===== config.mk =====
export PLATFORM = sky130hd
export DESIGN_NAME = hmmm_core
export DESIGN_NICKNAME = d
export VERILOG_FILES = /design/src/rtl/hmmm_pkg.sv /design/src/rtl/hmmm_regfile.sv /design/src/rtl/hmmm_core.sv
export SDC_FILE = /design/constraint.sdc
export NUM_CORES = 1
export LEC_CHECK = 0
export BUFFER_PORTS_ARGS = -buffer_cell sky130_fd_sc_hd__buf_2
export CAP_MARGIN = 20
export CORE_MARGIN = 4
export CORE_UTILIZATION = 65
export CTS_CLUSTER_SIZE = 10
export DETAILED_ROUTE_END_ITERATION = 8
export GPL_TIMING_DRIVEN = 0
export MAX_ROUTING_LAYER = met4
export PLACE_DENSITY_LB_ADDON = 0.2
export REMOVE_ABC_BUFFERS = 1
export SLEW_MARGIN = 20
export SYNTH_ARGS = -nofsm -noshare
export SYNTH_HDL_FRONTEND = slang
export SYNTH_HIERARCHICAL = 1
export SYNTH_SLANG_ARGS = --single-unit

===== constraint.sdc =====
create_clock -name ph1 -period 6.4 [get_ports ph1]
set_clock_uncertainty 0.2 [all_clocks]
set_input_delay 0.64 -clock ph1 [delete_from_list [all_inputs] [get_ports ph1]]
set_output_delay 0.64 -clock ph1 [all_outputs]
set_load 0.02 [all_outputs]

===== src/rtl/hmmm_pkg.sv =====
// Shared types for the hmmm core: opcodes, FSM states and the branch condition decode.
package hmmm_pkg;

  typedef enum logic [3:0] {
    OP_LOADN   = 4'h0,
    OP_HALT    = 4'h1,
    OP_STORER  = 4'h2,
    OP_LOADR   = 4'h3,
    OP_COPY    = 4'h4,
    OP_NEG     = 4'h5,
    OP_ADD     = 4'h6,
    OP_SUB     = 4'h7,
    OP_JEQZN   = 4'h8,
    OP_JNEZN   = 4'h9,
    OP_JGTZN   = 4'hA,
    OP_JLTZN   = 4'hB,
    OP_JUMPN_C = 4'hC,
    OP_JUMPN_D = 4'hD,
    OP_JUMPR   = 4'hE,
    OP_JUMPN_F = 4'hF
  } op_e;

  typedef enum logic [1:0] {
    ST_FETCH = 2'd0,
    ST_EXEC  = 2'd1,
    ST_MEM   = 2'd2,
    ST_HALT  = 2'd3
  } state_e;

  // Branch decision from the rd value's zero and sign flags.
  function automatic logic branch_taken(input op_e op, input logic is_zero, input logic is_neg);
    logic taken;
    taken = 1'b0;
    case (op)
      OP_JEQZN:   taken = is_zero;
      OP_JNEZN:   taken = !is_zero;
      OP_JGTZN:   taken = !is_neg && !is_zero;
      OP_JLTZN:   taken = is_neg;
      OP_JUMPN_C,
      OP_JUMPN_D,
      OP_JUMPN_F,
      OP_JUMPR:   taken = 1'b1;
      default:    taken = 1'b0;
    endcase
    return taken;
  endfunction

endpackage


===== src/rtl/hmmm_regfile.sv =====
// NREG x DW register file: three combinational reads, one synchronous write, r0 hardwired to zero.
module hmmm_regfile
  import hmmm_pkg::*;
#(
  parameter int unsigned DW   = 8,
  parameter int unsigned NREG = 8,
  localparam int unsigned RAW = $clog2(NREG)
) (
  input  logic           ph1,
  input  logic           reset,
  input  logic [RAW-1:0] ra_addr,
  input  logic [RAW-1:0] rb_addr,
  input  logic [RAW-1:0] rd_addr,
  output logic [DW-1:0]  ra_data,
  output logic [DW-1:0]  rb_data,
  output logic [DW-1:0]  rd_data,
  input  logic           we,
  input  logic [RAW-1:0] waddr,
  input  logic [DW-1:0]  wdata
);

  logic [DW-1:0] regs_q [NREG];
  logic [DW-1:0] regs_d [NREG];

  always_comb begin
    regs_d = regs_q;
    if (we && (waddr != '0)) begin
      regs_d[waddr] = wdata;
    end
  end

  always_ff @(posedge ph1 or posedge reset) begin
    if (reset) begin
      for (int i = 0; i < NREG; i++) begin
        regs_q[i] <= '0;
      end
    end else begin
      regs_q <= regs_d;
    end
  end

  // Index 0 never holds a written value, but the read is still forced for clarity of intent.
  always_comb begin
    ra_data = (ra_addr == '0) ? '0 : regs_q[ra_addr];
    rb_data = (rb_addr == '0) ? '0 : regs_q[rb_addr];
    rd_data = (rd_addr == '0) ? '0 : regs_q[rd_addr];
  end

endmodule


===== src/rtl/hmmm_core.sv =====
// Multi-cycle hmmm CPU: FETCH/EXEC/MEM/HALT sequencer with stallable instruction and data ports.
module hmmm_core
  import hmmm_pkg::*;
#(
  parameter int unsigned DW   = 8,
  parameter int unsigned NREG = 8,
  localparam int unsigned RAW = $clog2(NREG),
  localparam int unsigned IW  = 4 + RAW + DW
) (
  input  logic          ph1,
  input  logic          reset,
  output logic          imem_req,
  output logic [DW-1:0] imem_addr,
  input  logic          imem_ready,
  input  logic [IW-1:0] imem_rdata,
  output logic          dmem_req,
  output logic          dmem_we,
  output logic [DW-1:0] dmem_addr,
  output logic [DW-1:0] dmem_wdata,
  input  logic          dmem_ready,
  input  logic [DW-1:0] dmem_rdata,
  output logic          halted,
  output logic          retire
);

  state_e         state_q, state_d;
  logic [DW-1:0]  pc_q, pc_d;
  logic [IW-1:0]  ir_q, ir_d;

  op_e            op;
  logic [RAW-1:0] rd_idx, ra_idx, rb_idx;
  logic [DW-1:0]  imm;
  logic [DW-1:0]  ra_data, rb_data, rd_data;
  logic           rf_we;
  logic [DW-1:0]  rf_wdata;
  logic           is_mem_op;
  logic           taken;

  assign op        = op_e'(ir_q[IW-1 -: 4]);
  assign rd_idx    = ir_q[IW-5 -: RAW];
  assign imm       = ir_q[DW-1:0];
  assign ra_idx    = imm[DW-1 -: RAW];
  assign rb_idx    = imm[DW-1-RAW -: RAW];
  assign is_mem_op = (op == OP_STORER) || (op == OP_LOADR);
  assign taken     = branch_taken(op, rd_data == '0, rd_data[DW-1]);

  hmmm_regfile #(.DW(DW), .NREG(NREG)) u_rf (
    .ph1     (ph1),
    .reset   (reset),
    .ra_addr (ra_idx),
    .rb_addr (rb_idx),
    .rd_addr (rd_idx),
    .ra_data (ra_data),
    .rb_data (rb_data),
    .rd_data (rd_data),
    .we      (rf_we),
    .waddr   (rd_idx),
    .wdata   (rf_wdata)
  );

  always_ff @(posedge ph1 or posedge reset) begin
    if (reset) begin
      state_q <= ST_FETCH;
      pc_q    <= '0;
      ir_q    <= '0;
    end else begin
      state_q <= state_d;
      pc_q    <= pc_d;
      ir_q    <= ir_d;
    end
  end

  always_comb begin
    state_d = state_q;
    case (state_q)
      ST_FETCH: if (imem_ready) state_d = ST_EXEC;
      ST_EXEC: begin
        if (op == OP_HALT)  state_d = ST_HALT;
        else if (is_mem_op) state_d = ST_MEM;
        else                state_d = ST_FETCH;
      end
      ST_MEM:   if (dmem_ready) state_d = ST_FETCH;
      ST_HALT:  state_d = ST_HALT;
      default:  state_d = ST_FETCH;
    endcase
  end

  // PC, IR and register-write decode; all updates land on the completing edge.
  always_comb begin
    pc_d     = pc_q;
    ir_d     = ir_q;
    rf_we    = 1'b0;
    rf_wdata = '0;
    case (state_q)
      ST_FETCH: if (imem_ready) ir_d = imem_rdata;
      ST_EXEC: begin
        case (op)
          OP_LOADN: begin rf_we = 1'b1; rf_wdata = imm;               end
          OP_COPY:  begin rf_we = 1'b1; rf_wdata = rb_data;           end
          OP_NEG:   begin rf_we = 1'b1; rf_wdata = '0 - rb_data;      end
          OP_ADD:   begin rf_we = 1'b1; rf_wdata = ra_data + rb_data; end
          OP_SUB:   begin rf_we = 1'b1; rf_wdata = ra_data - rb_data; end
          default:  rf_we = 1'b0;
        endcase
        if (op[3] && taken) begin
          pc_d = (op == OP_JUMPR) ? rd_data : imm;
        end else if ((op != OP_HALT) && !is_mem_op) begin
          pc_d = pc_q + DW'(1);
        end
      end
      ST_MEM: begin
        if (dmem_ready) begin
          pc_d = pc_q + DW'(1);
          if (op == OP_LOADR) begin
            rf_we    = 1'b1;
            rf_wdata = dmem_rdata;
          end
        end
      end
      default: pc_d = pc_q;
    endcase
  end

  // Outputs decode the current state; reset masks the strobes immediately.
  always_comb begin
    imem_req   = (state_q == ST_FETCH) && !reset;
    imem_addr  = pc_q;
    dmem_req   = (state_q == ST_MEM) && !reset;
    dmem_we    = (state_q == ST_MEM) && (op == OP_STORER) && !reset;
    dmem_addr  = rb_data;
    dmem_wdata = rd_data;
    halted     = (state_q == ST_HALT) && !reset;
    retire     = !reset &&
                 (((state_q == ST_EXEC) && (op != OP_HALT) && !is_mem_op) ||
                  ((state_q == ST_MEM) && dmem_ready));
  end

endmodule


==> reports/metrics.cfg <==
[logic_synthesis]
synth_area_leaders=dfrtp_1 33%, mux2_2 18%, mux2i_1 9.4%
yosysWarnings=6
ys_seq_area_frac=0.327
ys_ff_latch=81
syn_avg_cell_area_sq_um=10.7
synth_edf_count=0
synthesis.area_sq_um=6190
netlist_instances=578
synth_largest_area_cell=dfrtp_1
post-synth-top-area-fraction=0.327
async_reset_ff_frac=1.00
yosysUniqueCellTypes=78
ys.flop_type=dfrtp_1

[setup_path]
critPathKind=register to register
worstPathRequired_ns=6.49
r2r_start=ir_q[2]
startpoint_type=register
rr_worst_depth=16
r2r_slack_ns=0.48
cp_max_fo=29
crit_path_end_kind=register
crit_arrival_ns=6.01
reg2reg_to=u_rf/regs_q[7]

[power]
p_leak_nw=3.08
power_density_nw_per_um2=578
peakVddDrop_uv=455

[route]
via_per_inst=6.87
antenna_left=0
first_iter_violations=545
via_count=5084
avgRoutedWirePerCell_microns=22.9
totalWireLength_mm=16.9
post-route-drc-count=0
dr.pass1.iters=5

[sta]
worst_slew_pin_slew_ns=1.09
hold_ws_ns=0.236
rsz0062_at_grt=no
finalCriticalPeriod_ns=5.92
hold_viol_final=0
slew-limit-headroom=0.263
clock.fmax_ghz=0.169
setup_viol=0
finalSetupTns_ns=0
slew_violations=0
period_share=0.925

[grt]
gr-total-overflow=0
antenna_found_initial=0
track_usage=0.316
grt_pass1_wl_mm=27.0
first_global_vias=4992
grt_max_degree=57

[clock_tree]
cts_buffer_depth=2
cts_root_buf=clkbuf_8
cts_tree=built
htree_levels=3
cts.repair.resized=0
path_clk_slew_ns=0.10
clkLatencyLatePin_ns=0.36
cts_hold_buf=0
clock-sinks=81
cts_setup_buffers=0
cts_made_buffers=9

[layout]
fill_cells=696
drive_gt1_frac=0.329
nets=648
final_core_util=0.709
area_growth_pct=5.74
diodes=0

[min_path]
hold_class=input pin to asynchronous set/reset pin

[flow_run]
drv_cap=0

[run_status]
status=complete, no violations

[die]
die_h_microns=106
die_width_microns=106
dieArea_sq_um=11200
row_count=35
start_util=0.670
core-area_sq_um=9240
pin_count=56

[placement]
dp_hpwl_mm=11.6
io_buffers=55
place.gp.congestion=0.954

final cells by class:
cell class	instances	area [sq um]	area share
inverter	19	73.8	0.0113
clock buffer	10	128	0.0195
multi-input combinational	438	3780	0.577
sequential	81	2030	0.310
timing repair buffer	57	300	0.0459
clock inverter	6	75.1	0.0115
tap	129	161	0.0246
how the worst max path moves through the flow:
stage | from | end | slack [ns]
finish | ir_q[2] | u_rf/regs_q[7] | 0.48
global route | ir_q[2] | u_rf/regs_q[31] | 0.25
CTS | ir_q[2] | u_rf/regs_q[7] | 0.66
detailed placement | ir_q[2] | u_rf/regs_q[7] | 0.70
global placement | ir_q[2] | u_rf/regs_q[47] | 0.35
floorplan | ir_q[2] | u_rf/regs_q[31] | 1.25
report_power, final:
group	internal (mW)	switching [mW]	leakage (nW)	total, mW
clock	0.187	0.206	0.0994	0.393
sequential	0.628	0.385	1.07	1.01
combinational	1.02	1.36	1.91	2.38
total	1.83	1.95	3.08	3.79
registers in the layout, summed over array words and instances (netlist names):
register     count
imem_addr        8
u_rf/regs_q     56
state_q          2
ir_q            15
kinds of logic after synthesis:
group                      after synthesis  synth area share
muxes                                  156             0.272
and+or+nand+nor                        132             0.130
AOI/OAI and AO/OA                      123             0.160
DFF                                     81             0.327
buffers and inverters                   59            0.0624
adders and majority gates               15            0.0315
xor gates and xnor gates                12            0.0170
cells in the final DEF, fill, tap and decap left out, types with 3 or more instances in the layout:
cell type,n
and2_1,6
clkbuf_8,9
or4_1,3
dfrtp_1,78
xnor2_1,7
mux2i_1,58
ha_1,14
nor4_1,8
dfrtp_2,3
xor2_1,5
a21oi_1,14
a31oi_1,4
buf_2,56
a221oi_2,5
nand2b_1,4
mux2_2,98
nor3_1,8
nor2b_1,12
a221oi_1,38
nand4b_2,3
o21bai_1,3
a22o_1,3
nand3_1,7
o21ai_0,15
a211oi_1,4
inv_1,18
or2_2,3
a21o_1,3
nor2_1,25
a32oi_1,4
nand2_1,27
a211o_1,4
cell usage after synthesis (all sizes together), types with 3 or more instances:
master	n
o21bai	3
a211oi	5
nor4	8
nand4b	5
a21oi	14
buf	32
a31oi	4
dfrtp	81
o21ai	17
xor2	5
a22o	3
and2	6
o211ai	3
or2	4
nand4	3
mux2i	58
or4	4
a32oi	4
inv	19
nor3	9
clkbuf	8
nand2	28
nor2	25
nor3b	3
mux2	98
nor2b	13
a221oi	43
ha	14
and2b	4
nand2b	4
nand3	7
xnor2	7
a21o	3
a211o	4
critical path, cell delays in order, from the launching register on:
cell and delay, ns:
dfrtp_2 0.91, and2b_4 0.37, a221oi_1 0.13, a221oi_1 0.78
inv_1 0.13, ha_1 0.29, nand2b_1 0.14, nor4_1 0.09
or2_2 0.34, xor2_1 0.15, ha_1 0.23, or4_1 0.54
o21ai_0 0.11, a31oi_1 0.09, xnor2_1 0.14, o311ai_1 0.88
mux2_2 0.32
per-layer routing:
| layer | GRT usage | part of all wire |
|---|---|---|
| met1 | 0.423 | 0.43 |
| met3 | 0.0435 | 0.076 |
| met2 | 0.474 | 0.46 |
| met4 | 0.156 | 0.038 |
| met5 | - | 0 |
stage by stage:
step	cells	worst slack, ns	total power [mW]	cell area (sq um)
after floorplan	538	1.25	2.64	5880
after CTS	740	0.661	3.73	6550
after global routing	740	0.245	4.03	6550
after detailed placement	724	0.701	3.33	6350
final	740	0.480	3.79	6550
after global placement	722	0.351	3.25	6310
Power figures use the tool's default switching activity.
